**src/rtl/manual_step_pkg.sv**
```systemverilog
// Shared encodings for the manual single-step controller: per-channel mode
// selects and the press FSM state type.
package manual_step_pkg;

    localparam logic [1:0] MODE_TOGGLE = 2'b00;
    localparam logic [1:0] MODE_PULSE  = 2'b01;
    localparam logic [1:0] MODE_BURST  = 2'b10;
    localparam logic [1:0] MODE_OFF    = 2'b11;

    typedef enum logic [1:0] {
        IDLE = 2'b00,
        FIRE = 2'b01,
        HOLD = 2'b10
    } press_state_t;

endpackage

```
**src/rtl/button_debounce.sv**
```systemverilog
// One push-button channel: 2-flop synchroniser followed by a debouncer that only
// accepts a new level after DEBOUNCE_CYCLES consecutive differing samples.
module button_debounce #(
    parameter int DEBOUNCE_CYCLES = 16
) (
    input  logic i_clock,
    input  logic i_reset,
    input  logic i_raw,
    output logic o_clean
);

    localparam int CNT_W = $clog2(DEBOUNCE_CYCLES);

    logic             r_sync1;
    logic             r_sync2;
    logic             r_clean;
    logic [CNT_W-1:0] r_cnt;

    always_ff @(posedge i_clock) begin
        if (!i_reset) begin
            r_sync1 <= 1'b0;
            r_sync2 <= 1'b0;
            r_clean <= 1'b0;
            r_cnt   <= '0;
        end else begin
            r_sync1 <= i_raw;
            r_sync2 <= r_sync1;
            if (r_sync2 == r_clean) begin
                r_cnt <= '0;
            // r_cnt counts earlier differing samples, so this is the Nth one
            end else if (r_cnt == CNT_W'(DEBOUNCE_CYCLES - 1)) begin
                r_clean <= r_sync2;
                r_cnt   <= '0;
            end else begin
                r_cnt <= r_cnt + 1'b1;
            end
        end
    end

    assign o_clean = r_clean;

endmodule

```
**src/rtl/manual_step_ctrl.sv**
```systemverilog
// Multi-channel manual step controller: debounced buttons -> press events ->
// toggle level, single step pulse or N-cycle step burst. Optional auto-repeat
// while a button is held is enabled by defining MANUAL_STEP_AUTOREPEAT_EN.
//
//   state | meaning
//   IDLE  | button released, waiting for a debounced press
//   FIRE  | one-cycle press event (o_event high)
//   HOLD  | button still held, waiting for release (or next repeat)
module manual_step_ctrl
    import manual_step_pkg::*;
#(
    parameter int CHANNELS        = 4,
    parameter int DEBOUNCE_CYCLES = 16,
    parameter int BURST_W         = 8,
    parameter int REPEAT_DELAY    = 1000,
    parameter int REPEAT_PERIOD   = 250
) (
    input  logic                    i_clock,
    input  logic                    i_reset,
    input  logic [CHANNELS-1:0]     i_button,
    input  logic [2*CHANNELS-1:0]   i_mode,
    input  logic [BURST_W-1:0]      i_burst_len,
    output logic [CHANNELS-1:0]     o_level,
    output logic [CHANNELS-1:0]     o_step,
    output logic [CHANNELS-1:0]     o_event,
    output logic [CHANNELS-1:0]     o_busy
);

    if (CHANNELS < 1 || DEBOUNCE_CYCLES < 2 || REPEAT_DELAY < 2 || REPEAT_PERIOD < 2) begin : g_param_check
        $error("manual_step_ctrl: illegal parameter value");
    end

`ifdef MANUAL_STEP_AUTOREPEAT_EN
    localparam int REP_MAX = (REPEAT_DELAY > REPEAT_PERIOD) ? REPEAT_DELAY : REPEAT_PERIOD;
    localparam int REP_W   = $clog2(REP_MAX + 1);
`endif

    for (genvar g = 0; g < CHANNELS; g++) begin : g_ch
        logic               w_clean;
        logic [1:0]         w_mode;
        press_state_t       r_state;
        logic               r_event;
        logic               r_level;
        logic               r_step;
        logic               r_busy;
        logic [BURST_W-1:0] r_burst_cnt;
`ifdef MANUAL_STEP_AUTOREPEAT_EN
        logic [REP_W-1:0]   r_rep_cnt;
`endif

        assign w_mode = i_mode[2*g +: 2];

        button_debounce #(
            .DEBOUNCE_CYCLES (DEBOUNCE_CYCLES)
        ) u_debounce (
            .i_clock (i_clock),
            .i_reset (i_reset),
            .i_raw   (i_button[g]),
            .o_clean (w_clean)
        );

        // r_event is registered alongside the FIRE transition so it equals (state==FIRE)
        always_ff @(posedge i_clock) begin
            if (!i_reset) begin
                r_state   <= IDLE;
                r_event   <= 1'b0;
`ifdef MANUAL_STEP_AUTOREPEAT_EN
                r_rep_cnt <= '0;
`endif
            end else begin
                r_event <= 1'b0;
                case (r_state)
                    IDLE: begin
                        if (w_clean) begin
                            r_state   <= FIRE;
                            r_event   <= 1'b1;
`ifdef MANUAL_STEP_AUTOREPEAT_EN
                            r_rep_cnt <= REP_W'(REPEAT_DELAY - 2);
`endif
                        end
                    end
                    FIRE: r_state <= HOLD;
                    HOLD: begin
                        if (!w_clean) begin
                            r_state   <= IDLE;
`ifdef MANUAL_STEP_AUTOREPEAT_EN
                            r_rep_cnt <= '0;
                        end else if (r_rep_cnt == '0) begin
                            r_state   <= FIRE;
                            r_event   <= 1'b1;
                            r_rep_cnt <= REP_W'(REPEAT_PERIOD - 2);
                        end else begin
                            r_rep_cnt <= r_rep_cnt - 1'b1;
`endif
                        end
                    end
                    default: r_state <= IDLE;
                endcase
            end
        end

        // While a burst runs, events are dropped and the mode is not looked at
        always_ff @(posedge i_clock) begin
            if (!i_reset) begin
                r_level     <= 1'b0;
                r_step      <= 1'b0;
                r_busy      <= 1'b0;
                r_burst_cnt <= '0;
            end else if (r_busy) begin
                if (r_burst_cnt == BURST_W'(1)) begin
                    r_busy      <= 1'b0;
                    r_step      <= 1'b0;
                    r_burst_cnt <= '0;
                end else begin
                    r_burst_cnt <= r_burst_cnt - 1'b1;
                end
            end else begin
                r_step <= 1'b0;
                if (r_event) begin
                    case (w_mode)
                        MODE_TOGGLE: r_level <= ~r_level;
                        MODE_PULSE:  r_step  <= 1'b1;
                        MODE_BURST: begin
                            if (i_burst_len != '0) begin
                                r_busy      <= 1'b1;
                                r_step      <= 1'b1;
                                r_burst_cnt <= i_burst_len;
                            end
                        end
                        default: ;
                    endcase
                end
            end
        end

        assign o_level[g] = r_level;
        assign o_step[g]  = r_step;
        assign o_event[g] = r_event;
        assign o_busy[g]  = r_busy;
    end

endmodule

```
**config.mk**
```make
export PLATFORM = sky130hd
export DESIGN_NAME = manual_step_ctrl
export DESIGN_NICKNAME = d
export VERILOG_FILES = /design/src/rtl/manual_step_pkg.sv /design/src/rtl/button_debounce.sv /design/src/rtl/manual_step_ctrl.sv
export SDC_FILE = /design/constraint.sdc
export NUM_CORES = 1
export LEC_CHECK = 0
export CAP_MARGIN = 20
export CORE_ASPECT_RATIO = 1.25
export CORE_MARGIN = 1.5
export CORE_UTILIZATION = 39
export CTS_CLUSTER_DIAMETER = 30
export DETAILED_ROUTE_END_ITERATION = 10
export PLACE_DENSITY = 0.62
export SLEW_MARGIN = 40
export SYNTH_ARGS = -nofsm -noshare
export SYNTH_HDL_FRONTEND = slang
export SYNTH_SLANG_ARGS = --single-unit
```
**constraint.sdc**
```tcl
create_clock -name i_clock -period 1.8 [get_ports i_clock]
set_input_delay 0.36 -clock i_clock [delete_from_list [all_inputs] [get_ports i_clock]]
set_output_delay 0.36 -clock i_clock [all_outputs]
set_load 0.02 [all_outputs]
```
==> results.md <==
- Status: finished with violations
- Violated checks: design-rule violations
- Via count: about 4.1k
- CTS tree: done
- Synth Warn #: 0
- RSZ-0062 raised after global routing: yes
- P&R area growth vs syn: 31.58%
- Top cell type by total area after synthesis: dfxtp_1
- DRC: 1
- Largest family of logic cells by synthesized area: simple AND/OR/NAND/NOR gates
- Async SR Flop Fraction: 0
- Fin crit share: 0.9790
- Top delay family on crit path: compound AO/OA/AOI/OAI gates
- Initial Util: 0.4034
- Pwr/cell area: 675.4 nW/um2
- Setup Skew: about 6.9 ps
- Hold crit path type: reg -> reg
- Most frequent cells in the layout: dfxtp_1 (81), buf_4 (81), nor2_1 (38), inv_1 (31), clkdlybuf4s50_1 (29)
- Hold Crit Depth: 1
- Nets: between 600 and 700
- Worst R2R End: g_ch[0].r_burst_cnt[3]$_SDFFE_PN0P_
- Routability cong.: 0.8873
- R2R Path Start: g_ch[0].r_burst_cnt[1]$_SDFFE_PN0P_
- IO Pins: 38
- Global-route wire length before repair: 18880 um
- Largest net degree at the start of global routing: 27
- Post-cts hold buffer count: 0
- GRT Total Usage: 0.1965
- Slew headroom: 0.7047
- CTS Sinks: 84
- Cell Area, Synth: around 4500 um2
- Combinational group share of total power: 0.058
- Syn Inst Count: between 500 and 600
- Worst EP required: 2030 ps
- Port bufs: 37
- R2R depth: 7
- Compound-Gate Fraction of Synth Area: 0.1999
- Max Freq: 567.5 MHz
- H-tree depth: 3
- Initial drt markers: 262
- Final Max Slew Viols: 0
- Seq cells post-synth: between 80 and 90
- Synthesized-area fraction occupied by adder cells: 0.06683
- Post-Synth Simple-Gate Area: 0.2311
- CP startpoint kind: flop
- Fin cells: 750
- ANT nets after route: 0
- Sequential share of power: 0.470
- Top cell type's share of synthesized area: 0.3743
- Clock Latency Late Sink: around 340 ps
- WHS: about 430 ps
- Worst-Margin Slew: approximately 440 ps
- Final setup violation count: 0
- Switch share: 0.2225
- Row cnt: 43
- CP peak stage delay: 480 ps
- Worst-path cell with the longest stage delay: or4b_4
- Final core area utilization: 0.5308
- DR vias/cell: between 5 and 6
- Tmin final: approximately 1800 ps
- Xor and xnor area share after synthesis: 0.03119
- NetSw: around 890 uW
- Antenna violations before repair: 0
- Clk root buf: clkbuf_16
- Initial DRT Pass Iterations: 7
- Dpl cells: around 730
- Synth cell types: 61
- Number of flip-flops in the largest register: 32
- Crit end category: flop
- Top flop regs: g_ch.r_burst_cnt: 32 flops, g_ch.u_debounce.r_cnt: 16 flops, g_ch.r_state: 8 flops
- Avg Synthesized Cell Area: 8.776 um2
- Max Cap Viol: 0
- Crit-path max FO: 4
- Die footprint: approximately 12000 um2
- CTS buffer count: 9
- Top FF cell, synth: dfxtp_1
- Hold path startpoint: g_ch[0].u_debounce.r_sync1$_SDFF_PN0_
- Clock share of power: 0.473
- Post-synthesis sequential area ratio: 0.3743
- Internal power: 3104 uW
- Clk slew on worst S/H paths: approximately 60 ps
- Chip width: approximately 100 um
- Leak: 0.002466 uW
- Layout cell share with drive strength beyond 1: 0.2228
- Die Span Y: 123.0 um
- Hold endpoint: g_ch[0].u_debounce.r_sync2$_SDFF_PN0_
- Critical path buffer and inverter count: 2
- CP Cell Sequence: inv_2, ha_2, or4b_4, o21ai_4, buf_6, o32ai_1, a32o_1
- Vias in the first global route: between 4k and 5k
- N_diodes: 0
- Final wirelength: about 11000 um
- Core Box Area: roughly 11000 um2
- CTS max path bufs: 2
- Slack of the worst reg-to-reg path: ~38 ps
- Number of flops mapped to enable cells by yosys: 0
- Maximum VDD drop: approximately 0.38 mV
- Syn Nets: approximately 560
- Synth area leaders: dfxtp_1 (37%), ha_1 (6.7%), nor2_1 (3.2%)
- Hpwl dp: 8413 um
- Fillers: 1057
- Proportion of synthesized area in mux cells: 0.02228
- Routed length per instance: 14.95 um
- Kind of critical path: reg -> reg
- Tot Pwr: about 4000 uW
- Gr ovfl total: 0
- Biggest register: g_ch.r_burst_cnt
- Worst Path Arrival: 1990 ps
- Final Hold Violating Endpoints: 0
[cells in the mapped netlist, types with 5 or more instances]
cell and count:
dfxtp_1 84, nor2_1 38, inv_1 35, a21oi_1 28, nand3_1 26, ha_1 24, nand2_1 22, buf_4 16
o22ai_1 16, xor2_1 16, and2_1 14, nor4b_1 12, o211ai_1 12, clkbuf_1 10, mux2i_1 10, nor3_1 9
o21ai_0 9, o32ai_1 8, a32o_1 7, and3_1 7, or3_1 7, a31oi_1 6, nand2b_1 6, nor2b_1 6
a21boi_0 5, nand3b_1 5, nor3b_1 5, nor4_1 5, o31a_1 5, o31ai_1 5
[how the worst max path moves through the flow]
stage	start	to	slack, ps	depth (start not counted)
after floorplan	g_ch[2].r_burst_cnt[0]$_SDFFE_PN0P_	g_ch[2].r_burst_cnt[2]$_SDFFE_PN0P_	-0.1	5
final	g_ch[0].r_burst_cnt[1]$_SDFFE_PN0P_	g_ch[0].r_burst_cnt[3]$_SDFFE_PN0P_	40	7
after global routing	g_ch[0].r_burst_cnt[1]$_SDFFE_PN0P_	g_ch[0].r_burst_cnt[3]$_SDFFE_PN0P_	-30	7
after CTS	g_ch[3].r_burst_cnt[1]$_SDFFE_PN0P_	g_ch[3].r_burst_cnt[4]$_SDFFE_PN0P_	2	6
after global placement	i_burst_len[5]	g_ch[1].r_burst_cnt[3]$_SDFFE_PN0P_	-420	5
after detailed placement	i_burst_len[0]	g_ch[1].r_burst_cnt[3]$_SDFFE_PN0P_	-470	5
[power groups by stage]
stage / clock network [uW] / registers [uW] / logic, uW
floorplan: 0 / 1920 / 85.2
global placement: 0 / 1920 / 228
detailed placement: 0 / 1920 / 232
CTS: 1940 / 1870 / 233
global route: 2020 / 1870 / 253
finish: 1890 / 1870 / 231
[per-stage QoR]
stage | instance area (um2) | setup WS, ps | setup TNS (ps)
global placement | 5469 | -417.9 | -11030
global route | 5912 | -28.19 | -70.84
finish | 5912 | 37.82 | 0
CTS | 5787 | 1.501 | 0
detailed placement | 5469 | -473.2 | -12460
floorplan | 4501 | -0.1399 | -0.1399
[per-layer routing]
metal | vias to the layer above | share of wire | global-route usage
met5 | - | 0 | 0
met4 | 0 | 0.024 | 0.1054
met3 | 20 | 0.029 | 0.02713
met2 | 68 | 0.50 | 0.3466
met1 | 1947 | 0.45 | 0.2315
li1 | 2070 | - | -
[worst reg2reg max path, cell delays in order, from the launching register on]
cell and delay [ps]:
dfxtp_2 320, inv_2 50, ha_2 160, or4b_4 480, o21ai_4 210, buf_6 130, o32ai_1 70, a32o_1 230
[logic make-up (layout without fill, tap and decap cells)]
logic type / count (synthesis) / count (layout)
AO/OA/AOI/OAI: 128 / 128
XOR/XNOR: 16 / 16
adder cells (fa/ha/maj): 24 / 24
buffers and inverters: 70 / 173
flip-flops: 84 / 84
multiplexers: 10 / 10
AND/OR/NAND/NOR: 180 / 180
[final cells by class]
cell class / instances / area (um2) / area share
Sequential cell: 84 / 1685 / 0.2851
Multi-Input combinational cell: 358 / 2582 / 0.4368
Clock buffer: 10 / 239.0 / 0.04042
Inverter: 36 / 135.1 / 0.02286
Tap cell: 135 / 168.9 / 0.02857
Timing Repair Buffer: 121 / 1030 / 0.1742
Clock inverter: 6 / 71.32 / 0.01206
[timing repair]
item,CTS,global route
buffers inserted,0,2
endpoints found under the setup margin,16,27
pin swaps,0,8
gates resized for setup,7,33
gates cloned,0,0
Power figures use the tool's default switching activity.
